## src/rtl/pe_job_sequencer.sv

```systemverilog
// Job sequencer for a single PE: latches a descriptor, configures the PE, streams filter
// and row-tagged IFM words from a 1-cycle-latency memory, then drains the requested results.
module pe_job_sequencer #(
    parameter int DATA_WIDTH = 16,
    parameter int ADDR_WIDTH = 10,
    parameter int CNT_WIDTH  = 8,
    parameter int S          = 3,
    parameter int F          = 4
) (
    input  logic                    clk,
    input  logic                    rst_n,

    input  logic                    job_start,
    input  logic [ADDR_WIDTH-1:0]   job_base,
    input  logic [CNT_WIDTH-1:0]    fil_words,
    input  logic [CNT_WIDTH-1:0]    row_len,
    input  logic [CNT_WIDTH-1:0]    rows,
    input  logic [CNT_WIDTH-1:0]    out_count,
    input  logic [S-1:0]            stride_cfg,
    input  logic [F-1:0]            fsize_cfg,
    input  logic [1:0]              mode_cfg,

    output logic [ADDR_WIDTH-1:0]   mem_addr,
    output logic                    mem_rd,
    input  logic [DATA_WIDTH-1:0]   mem_data,

    output logic                    pe_start,
    output logic                    pe_w_en_fil,
    output logic [DATA_WIDTH-1:0]   pe_data_fil,
    output logic                    pe_w_en_ifm,
    output logic [DATA_WIDTH+1:0]   pe_data_ifm,
    output logic                    pe_r_en,
    output logic [S-1:0]            pe_stride,
    output logic [F-1:0]            pe_filter_size,
    output logic [1:0]              pe_mode,
    input  logic                    pe_ready_fil,
    input  logic                    pe_ready_ifm,
    input  logic                    pe_valid,
    input  logic [2*DATA_WIDTH-2:0] pe_out,

    output logic                    res_valid,
    output logic [2*DATA_WIDTH-2:0] res_data,
    output logic                    busy,
    output logic                    job_done,
    output logic                    err
);

    localparam logic [3:0] IDLE    = 4'd0;
    localparam logic [3:0] CFG     = 4'd1;
    localparam logic [3:0] FIL_RD  = 4'd2;
    localparam logic [3:0] FIL_CAP = 4'd3;
    localparam logic [3:0] FIL_WR  = 4'd4;
    localparam logic [3:0] IFM_RD  = 4'd5;
    localparam logic [3:0] IFM_CAP = 4'd6;
    localparam logic [3:0] IFM_WR  = 4'd7;
    localparam logic [3:0] DRAIN   = 4'd8;
    localparam logic [3:0] DONE    = 4'd9;

    logic [3:0]            state;
    logic [3:0]            state_next;

    logic [ADDR_WIDTH-1:0] addr;
    logic [CNT_WIDTH-1:0]  fil_words_q;
    logic [CNT_WIDTH-1:0]  row_len_q;
    logic [CNT_WIDTH-1:0]  rows_q;
    logic [CNT_WIDTH-1:0]  out_count_q;
    logic [CNT_WIDTH-1:0]  word_cnt;
    logic [CNT_WIDTH-1:0]  col_cnt;
    logic [CNT_WIDTH-1:0]  row_cnt;
    logic [DATA_WIDTH-1:0] fil_hold;
    logic [DATA_WIDTH+1:0] ifm_hold;
    logic [S-1:0]          stride_q;
    logic [F-1:0]          fsize_q;
    logic [1:0]            mode_q;

    logic job_bad;
    logic accept;
    logic fil_step;
    logic ifm_step;
    logic res_take;
    logic last_fil;
    logic last_col;
    logic last_row;
    logic last_res;

    assign job_bad  = (fil_words == '0) || (row_len == '0) || (rows == '0) || (out_count == '0);
    assign accept   = (state == IDLE) && job_start && !job_bad;
    assign fil_step = (state == FIL_WR) && pe_ready_fil;
    assign ifm_step = (state == IFM_WR) && pe_ready_ifm;
    assign res_take = (state == DRAIN) && pe_valid;

    // Terminal counts are compared before incrementing, so no counter can wrap.
    assign last_fil = (word_cnt == fil_words_q - CNT_WIDTH'(1));
    assign last_col = (col_cnt == row_len_q - CNT_WIDTH'(1));
    assign last_row = (row_cnt == rows_q - CNT_WIDTH'(1));
    assign last_res = (word_cnt == out_count_q - CNT_WIDTH'(1));

    // Control strobes decode straight from the state so an async reset clears them at once.
    assign mem_addr       = addr;
    assign mem_rd         = (state == FIL_RD) || (state == IFM_RD);
    assign pe_start       = (state == CFG);
    assign pe_w_en_fil    = fil_step;
    assign pe_data_fil    = fil_hold;
    assign pe_w_en_ifm    = ifm_step;
    assign pe_data_ifm    = ifm_hold;
    assign pe_r_en        = (state == DRAIN);
    assign pe_stride      = stride_q;
    assign pe_filter_size = fsize_q;
    assign pe_mode        = mode_q;
    assign busy           = (state != IDLE);
    assign job_done       = (state == DONE);

    always_comb begin
        // NOTE: the default assignment first keeps every path assigned, so no latch is inferred.
        state_next = state;
        case (state)
            IDLE:    if (accept) state_next = CFG;
            CFG:     state_next = FIL_RD;
            FIL_RD:  state_next = FIL_CAP;
            FIL_CAP: state_next = FIL_WR;
            FIL_WR:  if (pe_ready_fil) state_next = last_fil ? IFM_RD : FIL_RD;
            IFM_RD:  state_next = IFM_CAP;
            IFM_CAP: state_next = IFM_WR;
            IFM_WR:  if (pe_ready_ifm) state_next = (last_col && last_row) ? DRAIN : IFM_RD;
            DRAIN:   if (pe_valid && last_res) state_next = DONE;
            DONE:    state_next = IDLE;
            default: state_next = IDLE;
        endcase
    end

    always_ff @(posedge clk or negedge rst_n) begin
        // NOTE: sequential state uses non-blocking assignments so every register samples pre-edge values.
        if (!rst_n) state <= IDLE;
        else        state <= state_next;
    end

    always_ff @(posedge clk or negedge rst_n) begin
        if (!rst_n) begin
            fil_words_q <= '0;
            row_len_q   <= '0;
            rows_q      <= '0;
            out_count_q <= '0;
            stride_q    <= '0;
            fsize_q     <= '0;
            mode_q      <= '0;
        end else if (accept) begin
            fil_words_q <= fil_words;
            row_len_q   <= row_len;
            rows_q      <= rows;
            out_count_q <= out_count;
            stride_q    <= stride_cfg;
            fsize_q     <= fsize_cfg;
            mode_q      <= mode_cfg;
        end
    end

    // IFM words follow the filter words contiguously, so one address register serves both.
    always_ff @(posedge clk or negedge rst_n) begin
        if (!rst_n)                    addr <= '0;
        else if (accept)               addr <= job_base;
        else if (fil_step || ifm_step) addr <= addr + ADDR_WIDTH'(1);
    end

    // word_cnt counts filter words, then is reused to count collected results.
    always_ff @(posedge clk or negedge rst_n) begin
        if (!rst_n) begin
            word_cnt <= '0;
            col_cnt  <= '0;
            row_cnt  <= '0;
        end else if (accept) begin
            word_cnt <= '0;
            col_cnt  <= '0;
            row_cnt  <= '0;
        end else if (fil_step) begin
            word_cnt <= last_fil ? '0 : word_cnt + CNT_WIDTH'(1);
        end else if (ifm_step) begin
            if (last_col) begin
                col_cnt <= '0;
                row_cnt <= last_row ? '0 : row_cnt + CNT_WIDTH'(1);
            end else begin
                col_cnt <= col_cnt + CNT_WIDTH'(1);
            end
        end else if (res_take) begin
            word_cnt <= word_cnt + CNT_WIDTH'(1);
        end
    end

    // Row tags are frozen with the data so they stay stable through a ready stall.
    always_ff @(posedge clk or negedge rst_n) begin
        if (!rst_n) begin
            fil_hold <= '0;
            ifm_hold <= '0;
        end else begin
            if (state == FIL_CAP) fil_hold <= mem_data;
            if (state == IFM_CAP) ifm_hold <= {(col_cnt == '0), last_col, mem_data};
        end
    end

    always_ff @(posedge clk or negedge rst_n) begin
        if (!rst_n) begin
            res_valid <= 1'b0;
            res_data  <= '0;
            err       <= 1'b0;
        end else begin
            res_valid <= res_take;
            if (res_take) res_data <= pe_out;
            err <= (state == IDLE) && job_start && job_bad;
        end
    end

endmodule

```

## config.mk

```make
export PLATFORM = sky130hd
export DESIGN_NAME = pe_job_sequencer
export DESIGN_NICKNAME = d
export VERILOG_FILES = /design/src/rtl/pe_job_sequencer.sv
export SDC_FILE = /design/constraint.sdc
export NUM_CORES = 1
export LEC_CHECK = 0
export CAP_MARGIN = 20
export CORE_MARGIN = 5
export CORE_UTILIZATION = 45
export CTS_BUF_LIST = sky130_fd_sc_hd__clkbuf_4 sky130_fd_sc_hd__clkbuf_8
export DETAILED_ROUTE_END_ITERATION = 7
export PLACE_DENSITY = 0.78
export SYNTH_ARGS = -nofsm -noshare
export SYNTH_HDL_FRONTEND = slang
export SYNTH_SLANG_ARGS = --single-unit
```

## constraint.sdc

```tcl
create_clock -name clk -period 2.3 [get_ports clk]
set_input_delay 0.575 -clock clk [delete_from_list [all_inputs] [get_ports clk]]
set_output_delay 0.575 -clock clk [all_outputs]
set_load 0.02 [all_outputs]
```

==> results of run 1 <==
how the worst min path moves through the flow:
| stage | from | cells past startpoint | slack, ns | endpoint |
|---|---|---|---|---|
| after global placement | pe_stride[2] | 1 | 0.47 | pe_stride[2] |
| final | rst_n | 1 | 0.06 | pe_data_fil[5] |
| after floorplan | rst_n | 0 | 0.28 | col_cnt[0] |
| after detailed placement | res_data[17] | 1 | 0.47 | res_data[17] |
| after global routing | rst_n | 1 | 0.09 | res_data[17] |
| after CTS | rst_n | 1 | 0.06 | pe_data_fil[4] |
registers in the layout, indices dropped and copies added, names as in the netlist, 8 cells and up:
register	count
fil_words_q	8
row_cnt	8
out_count_q	8
mem_addr	10
res_data	31
word_cnt	8
rows_q	8
row_len_q	8
pe_data_fil	16
col_cnt	8
pe_data_ifm	18
cells by family after synthesis:
kind of cell,synth area share [%]
AOI/OAI and AO/OA,8.63
xor gates and xnor gates,6.34
adders and majority gates,1.67
buffers and inverters,3.02
DFF,49.9
muxes,15.2
and+or+nand+nor,15.2
final cells by class:
type	instances	share of cell area (%)
Sequential cell	146	34.4
Multi-Input combinational cell	465	33.5
Timing Repair Buffer	273	24.6
Tap cell	216	2.55
Clock buffer	20	2.53
Clock inverter	12	1.69
Inverter	18	0.637
cells in the mapped netlist (3+ instances only):
cell and number:
sky130_fd_sc_hd__dfrtp_1 146, sky130_fd_sc_hd__mux2_1 95, sky130_fd_sc_hd__nand2_1 55, sky130_fd_sc_hd__nor2_1 36, sky130_fd_sc_hd__xnor2_1 30, sky130_fd_sc_hd__xor2_1 23
sky130_fd_sc_hd__clkbuf_1 22, sky130_fd_sc_hd__o21ai_1 22, sky130_fd_sc_hd__nand3_1 20, sky130_fd_sc_hd__nand4_1 19, sky130_fd_sc_hd__inv_1 16, sky130_fd_sc_hd__a21oi_1 13
sky130_fd_sc_hd__nor3_1 13, sky130_fd_sc_hd__o21ai_0 13, sky130_fd_sc_hd__nor4_1 11, sky130_fd_sc_hd__buf_2 9, sky130_fd_sc_hd__ha_1 9, sky130_fd_sc_hd__o211ai_1 9
sky130_fd_sc_hd__nor2b_1 8, sky130_fd_sc_hd__a31oi_1 7, sky130_fd_sc_hd__a21o_1 6, sky130_fd_sc_hd__and2_1 6, sky130_fd_sc_hd__nand3b_1 5, sky130_fd_sc_hd__nor3b_1 5
sky130_fd_sc_hd__o31ai_1 5, sky130_fd_sc_hd__buf_1 4, sky130_fd_sc_hd__or2_1 4, sky130_fd_sc_hd__a211oi_1 3, sky130_fd_sc_hd__and3_1 3, sky130_fd_sc_hd__nand2b_1 3
sky130_fd_sc_hd__nor4b_1 3, sky130_fd_sc_hd__o22ai_1 3
metal layers:
| metal | vias up | wire (um) | track usage (%) |
|---|---|---|---|
| li1 | 2894 | - | - |
| met2 | 198 | 9510 | 35.7 |
| met5 | - | 7 | 0 |
| met3 | 27 | 1650 | 6.90 |
| met1 | 2932 | 8000 | 25.4 |
| met4 | 2 | 329 | 7.76 |
power by group through the flow:
stage	Clock [uW]	Sequential, uW	Combinational [uW]
final	2280	4200	5660
after CTS	2330	4190	5570
after floorplan	0	4620	2690
after global routing	2440	4340	6170
after global placement	0	4170	5340
after detailed placement	0	4210	5460
what timing repair did:
action,CTS,global route
gates cloned,0,1
setup buffers,3,4
endpoints found under the setup margin,18,20
pin swaps,2,5
gates resized for setup,28,25
per-stage QoR:
step                      cell area [um^2]  TNS [ns]  hold slack (ns)  std cells  util [%]
final                                10600     -1.95           0.0636       1150      66.6
after global routing                 10600     -3.44           0.0894       1150      66.6
after CTS                            10500     -2.17           0.0592       1146      66.1
after detailed placement             10000    -12.37            0.474       1111      62.9
after global placement               10000     -9.99            0.465       1111      62.9
after floorplan                       7330     -1.12            0.279        665         -
==> run metrics, run 1 <==
share of final-layout standard cells stronger than drive strength 1 16.1%; H-tree Lvls 4; overall track demand over capacity in global routing 21.2%; RePlAce Congestion 0.825; worst path arrival time 2.89 ns; final setup vio count 11; syn_nets 778; first-pass GRT wire length 31,500 um; Critical Path Source rows_q[1]; post-route DRC violation count 0; TritonCTS clock tree yes; max_cap viols 0; async set or reset register ratio after synthesis 100%; cells after synthesis 665; number of antenna violations at the first check in global routing 1; proportion of power drawn by the clock network 18.8%; Comb pwr share 46.6%; clock latency reported for the late side of the worst-skew pair 0.46 ns; Worst path max stage delay 0.54 ns; sequential group share of total power 34.6%; CP Depth 9; internal reg-to-reg setup slack -0.21 ns; num rows 46; pre-CTS setup slack -0.495 ns; antenna viol nets, final 0; yosys warns 0; cell type group with the largest total delay on the critical path compound AO/OA/AOI/OAI gates; violated checks setup timing; worst-path cell with the longest stage delay sky130_fd_sc_hd__or4_4; final-report hold violation count 0; worst slew slack as a fraction of its limit 65.9%; critical path peak fanout 6; Mapped Area 0.00732 mm^2; result of the run complete, but fails checks; cells along the critical path buf_6 -> or4_4 -> buf_6 -> o211ai_1 -> o31ai_2 -> o311ai_4 -> buf_6 -> nand4_1 -> a31oi_1; Diodes inserted 0; critical path startpoint category register; placeable core region 0.0159 mm^2; Worst Tran Pin Value 0.512 ns; Max Clock Freq 0.398 GHz; GR Overflow Total 0; sum of routed wire length over all layers 19,500 um; most frequent standard cell in the layout excluding fill and tap cells sky130_fd_sc_hd__clkdlybuf4s50_1; most common flop cell mapped by yosys sky130_fd_sc_hd__dfrtp_1; proportion of total power due to net switching 37.8%; Pleak 0.00459 uW; Buf/Inv on CP 3; vias 6,053; number of different library cells in the post-synthesis netlist 61; hold buffer count at cts 0; r2r worst-path depth 9; total count of max-transition violations in the final report 0; IO Pins 197; number of sinks on the clock net 146; Final nets 1,034; setup repair after global routing missed its margin true; number of synthesized flops with an enable pin 0; post-synth top area share 49.9%; initial DRC count 320; Die Footprint 0.0189 mm^2; switching pwr 4580 uW; hpwl dp 14,300 um; library cell with the largest summed area after synthesis sky130_fd_sc_hd__dfrtp_1; final routed wire length divided by cell count 16.9 um; Reg2Reg Capture Point row_cnt[2]; minimum period implied by the final worst setup slack 2.51 ns; Die Wd 138 um; port bufs 196; critical register-to-register path startpoint rows_q[1]; design internal power 7550 uW; total iterations of the first detailed-routing run 4; number of buffers on the longest clock path 2; kind of critical path register to register; number of buffers added by the clock tree synthesis step 17; crit share post-route 109%; syn avg cell area 11.0 um^2; final total power 12,100 uW; Seq/Total Area, Yosys 49.9%; initial core utilization 45.9%; cell repeated most along the worst path sky130_fd_sc_hd__buf_6; maximum number of pins on one net before global-route repair 52; per-cell via count in the routed design 5.26; critical path capture point row_cnt[2]; growth of design area from synthesis to finish 44.9%; final clock skew 0.00977 ns; Storage cell area 0.00366 mm^2; via count of the first global-routing pass 6,289; commonest cells after routing, fill and taps aside sky130_fd_sc_hd__clkdlybuf4s50_1, sky130_fd_sc_hd__dfrtp_1, sky130_fd_sc_hd__mux2_1, sky130_fd_sc_hd__buf_4, sky130_fd_sc_hd__nand2_1; Crit path required time 2.68 ns; critical path endpoint category register; number of fill cells 1,245; dominant cells by area after synthesis sky130_fd_sc_hd__dfrtp_1, sky130_fd_sc_hd__mux2_1, sky130_fd_sc_hd__xnor2_1; number of flip-flops and latches in the synthesized netlist 146; die height 138 um; clock slew seen by the registers of the worst setup and hold paths 0.08 ns; clock tree root driver cell sky130_fd_sc_hd__clkbuf_8; IR drop worst, VDD 725 uV; Worst Slack Setup Final -0.214 ns; area of combinational cells with multiple inputs 0.00356 mm^2; class of the most critical hold timing path primary input to async pin; Power Dens Cells 1140 mW/mm^2
(Power assumes the default switching activity.)
==> inputs of run 2 (changes only) <==
--- a/config.mk
+++ b/config.mk
@@ -5,7 +5,7 @@
 export SDC_FILE = /design/constraint.sdc
 export NUM_CORES = 1
 export LEC_CHECK = 0
-export CAP_MARGIN = 20
+export CAP_MARGIN = 40
 export CORE_MARGIN = 5
 export CORE_UTILIZATION = 45
 export CTS_BUF_LIST = sky130_fd_sc_hd__clkbuf_4 sky130_fd_sc_hd__clkbuf_8
==> results of run 2 <==
No change in the layout: final DEF, timing and power equal those of run 1.
